$ cat src/rtl/spi_mnrch_16.sv
// spi_mnrch_16: 16-bit SPI master, SCLK = clk/16 idling high, MOSI launched and MISO shifted in on SCLK falls.
module spi_mnrch_16 (
  input  logic        clk,
  input  logic        rst,
  input  logic        wrt,
  input  logic [15:0] cmd,
  output logic        done,
  output logic [15:0] rd_data,
  output logic        SS_n,
  output logic        SCLK,
  output logic        MOSI,
  input  logic        MISO
);
  typedef enum logic [1:0] {IDLE, FRONT, SHIFT, BACK} state_t;
  state_t r_state, w_nxt;
  logic [3:0]  r_div;
  logic [15:0] r_shreg;
  logic [4:0]  r_bit_cnt;
  logic        r_smpl, r_ss_n, r_done;
  logic        w_start, w_rise, w_fall, w_shift, w_last;
  assign w_start = r_state == IDLE && wrt;
  assign w_rise  = r_div == 4'b0111;
  assign w_fall  = r_div == 4'b1111;
  assign w_shift = r_state == SHIFT && w_fall;
  assign w_last  = w_shift && r_bit_cnt == 5'd15;
  assign SCLK    = r_div[3];
  assign MOSI    = r_shreg[15];
  assign rd_data = r_shreg;
  assign SS_n    = r_ss_n;
  assign done    = r_done;
  always_ff @(posedge clk or posedge rst)
    if (rst) r_state <= IDLE;
    else     r_state <= w_nxt;
  always_comb begin
    w_nxt = r_state;
    w_nxt = r_state == IDLE  ? (wrt ? FRONT : IDLE) :
            r_state == FRONT ? (w_fall ? SHIFT : FRONT) :
            r_state == SHIFT ? (w_last ? BACK : SHIFT) : IDLE;
  end
  // the final shift parks div at 1111 so SCLK stays high with no 17th fall
  always_ff @(posedge clk or posedge rst)
    if (rst) begin
      r_div     <= 4'b1111;
      r_shreg   <= 16'h0000;
      r_bit_cnt <= 5'd0;
      r_smpl    <= 1'b0;
      r_ss_n    <= 1'b1;
      r_done    <= 1'b0;
    end else begin
      r_div <= w_start ? 4'b1011 :
               (r_state == IDLE || r_state == BACK || w_last) ? 4'b1111 : r_div + 4'd1;
      if (w_start) begin
        r_shreg   <= cmd;
        r_bit_cnt <= 5'd0;
        r_ss_n    <= 1'b0;
        r_done    <= 1'b0;
      end
      if (r_state == SHIFT && w_rise) r_smpl <= MISO;
      if (w_shift) begin
        r_shreg   <= {r_shreg[14:0], r_smpl};
        r_bit_cnt <= r_bit_cnt + 5'd1;
      end
      if (r_state == BACK) begin
        r_ss_n <= 1'b1;
        r_done <= 1'b1;
      end
    end
endmodule
$ cat config.mk
export PLATFORM = sky130hd
export DESIGN_NAME = spi_mnrch_16
export DESIGN_NICKNAME = d
export VERILOG_FILES = /design/src/rtl/spi_mnrch_16.sv
export SDC_FILE = /design/constraint.sdc
export NUM_CORES = 1
export LEC_CHECK = 0
export ABC_AREA = 0
export BUFFER_PORTS_ARGS = -buffer_cell sky130_fd_sc_hd__buf_2
export CAP_MARGIN = 20
export CORE_ASPECT_RATIO = 1.1
export CORE_MARGIN = 10
export CORE_UTILIZATION = 45
export CTS_BUF_LIST = sky130_fd_sc_hd__clkbuf_8
export DETAILED_ROUTE_END_ITERATION = 10
export GPL_TIMING_DRIVEN = 0
export MAX_ROUTING_LAYER = met4
export PLACE_DENSITY = 0.7
export SLEW_MARGIN = 0
export SYNTH_ARGS = -nofsm -noshare
export SYNTH_HDL_FRONTEND = slang
export SYNTH_SLANG_ARGS = --single-unit
$ cat constraint.sdc
create_clock -name clk -period 2.7 [get_ports clk]
set_clock_uncertainty 0.2 [all_clocks]
set_input_delay 0.135 -clock clk [delete_from_list [all_inputs] [get_ports clk]]
set_output_delay 0.135 -clock clk [all_outputs]
set_load 0.1 [all_outputs]
==> results.ini <==
[global_route]
grt_pass1_wl_mm = 6.18
antenna_found_initial = 0
grt_use_total_pct = 13.5
overflow = 0
grt_pass1_vias = 1357
grt_max_degree = 17

[final_layout]
layout-drive-gt1-share_pct = 31.3
fill_cells = 244
diodes = 0
nets = 224
areaGrowthSynthToFinish_pct = 37.4
seqCellArea_sq_um = 757
multiInputGateArea_sq_um = 634

[power]
leakage_uw = 0.000994
ir_drop_v = 0.000386
p_per_area_mw_per_mm2 = 445

[detailed_routing]
met2WireLength_mm = 1.81
drt_first_pass_iters = 4
drt_iter0_markers = 50
drc = 0
met3WireLength_um = 264
via_count = 1230
wl_met1_mm = 1.45
maxUsedRoutingLayer = met4
ant_nets = 0
routedWlPerCell_um = 15.5
routed_via_density = 5.30
wl_mm = 3.59

[timing]
max_slew.worst_pin.slew_ns = 0.657
tns_ns = 0
setup_viol = 0
hold_viol = 0
fin_ws_ns = 0.802
grt_setup_unrepaired = no
slew_headroom_pct = 56.1
finalCritPeriodShare_pct = 70.3
fmax_ghz = 0.527
drv_slew = 0
finalCriticalPeriod_ns = 1.90

[placed_design]
dpl.hpwl_mm = 2.57
gp_congestion = 0.815
port-buffer-count = 39
pre_cts_ws_ns = 0.834

[clocking]
post-cts-setup-buffers = 0
clk_pin_slew_ns = 0.06
clock-sinks = 30
cts_tree = done
insertion_delay_ns = 0.28
cts_resized = 0
htree_levels = 2
clock-root-buffer = clkbuf_8
cts_hold_buf = 19
cts_buffers = 5
cts.path.max_buffers = 2

[logic_synthesis]
ys_ff_latch = 30
seq_area_frac_synth_pct = 51.8
yosysWarningCount = 0
syn_nets = 158
synth_top_area_share_pct = 42.8
ys.flop_type = dfrtp_1
syn-cell-area_sq_mm = 0.00146
synth_top_cell_by_area = dfrtp_1
ys_types = 28
ys_async_sr_fraction_pct = 100
netlist_instances = 131
synth-edff-count = 0
synthTopCellsByArea = dfrtp_1 (43%), mux2i_1 (12%), dfstp_2 (9.0%)
syn_area_per_cell_sq_um = 11.2

[floorplan]
fp.coreArea_sq_mm = 0.00307
core.rowCount = 21
die-area_sq_mm = 0.00593
dieHeight_um = 79.8
initial_utilization_pct = 47.6
io_pins = 40
dieWidth_um = 74.4

[critical_path]
worstSetupEndpointType = flip-flop
required_ns = 2.63
crit_fanout = 10
cp_slowest_cell = dfrtp_1
r2r_cells = 5
start_kind = flip-flop
worstPathArrival_ns = 1.83
timing.rr.end = r_state[0]
r2r_slack_ns = 0.80
critical_path_class = flip-flop to flip-flop
path_cells = inv_1, ha_1, nand2_4, buf_1, o21ai_0
reg2reg_from = r_state[0]
cp_slowest_stage_delay_ns = 0.41
critPathLaunch = r_state[0]

[flow_run]
cap_viol_max_count = 0

[worst_hold_path]
hp-class = primary input to async pin

[status]
status = finished, final reports clean

-- metal layers --
metal / global-route usage [%] / vias to the layer above
li1: - / 596
met1: 14.0 / 595
met4: 5.86 / 0
met5: - / -
met3: 4.73 / 8
met2: 22.6 / 31
-- final cells by class --
class | count | area share [%]
sequential | 30 | 37.7
multi-input combinational | 90 | 31.6
timing repair buffer | 59 | 20.5
clock buffer | 6 | 4.11
buffer | 7 | 2.80
tap | 34 | 2.12
inverter | 4 | 0.747
clock inverter | 2 | 0.436
-- where the power goes --
part           total (uW)  switching [uW]  internal, uW
Combinational        72.8            37.3          35.6
Clock                 366             165           201
Sequential            455            1.97           453
Total                 894             204           690
-- state kept, by name (all words and copies together), names as in the netlist, named ones only --
| register | flops |
|---|---|
| r_state | 1 |
| r_bit_cnt | 5 |
| r_div | 4 |
| rd_data | 16 |
| SS_n | 1 |
| r_smpl | 1 |
| done | 1 |
-- Yosys cell counts, types with 2 or more instances --
cell / number
dfrtp_1: 25
nand2_1: 18
mux2i_1: 17
o21ai_0: 16
ha_1: 7
nand3_1: 6
dfstp_2: 5
buf_4: 4
inv_1: 4
o21ai_1: 4
nand4_1: 3
a21o_1: 2
buf_6: 2
nand4b_1: 2
nor3b_1: 2
xor2_1: 2
-- critical path: cells and delay by family, from the launching register on --
family,cells,cell delay (ns)
buf+inv,2,0.49
compound gates,1,0.19
fa+ha+maj,1,0.27
flops,1,0.41
simple gates,1,0.18
-- how the worst max path moves through the flow --
| stage | end | slack (ns) | cells past startpoint |
|---|---|---|---|
| 2_1_floorplan | r_bit_cnt[2] | 0.85 | 2 |
| 3_3_place_gp | r_state[0] | 0.93 | 5 |
| 3_5_place_dp | r_bit_cnt[0] | 0.83 | 6 |
| 4_1_cts | r_state[0] | 0.80 | 5 |
| 5_1_grt | r_state[0] | 0.70 | 5 |
| 6_report | r_state[0] | 0.80 | 5 |
-- cells by family (layout without fill, tap and decap cells) --
logic type,count (synthesis),count (layout),synth area share (%)
AOI/OAI and AO/OA,25,25,9.50
xor gates and xnor gates,3,3,1.80
adders and majority gates,7,7,5.99
buffers and inverters,11,78,4.88
DFF,30,30,51.8
muxes,18,18,12.4
and+or+nand+nor,37,37,13.7
-- cells in the final DEF, fill, tap and decap left out, drive strengths merged --
cell type     n
a21oi         1
xnor2         1
ha            7
nand3         6
nand2b        1
dlygate4sd3  19
mux2          1
nand4         4
inv           5
nor3b         2
xor2          2
a32oi         1
buf          47
dfrtp        25
dfstp         5
a311o         1
o21ai        20
and3          1
mux2i        17
and4          1
nand4b        2
clkinv        1
nand2        20
clkbuf        6
a21o          2
-- metrics by stage --
stage / power [uW] / hold slack [ns] / util (%) / cells / area [sq um]
2_1_floorplan: 490 / -0.0209 / - / 131 / 1460
3_3_place_gp: 509 / 0.114 / 55.3 / 204 / 1700
3_5_place_dp: 515 / 0.0585 / 56.2 / 205 / 1730
4_1_cts: 906 / 0.286 / 65.4 / 232 / 2010
5_1_grt: 932 / 0.310 / 65.4 / 232 / 2010
6_report: 894 / 0.281 / 65.4 / 232 / 2010
(Power assumes the default switching activity.)
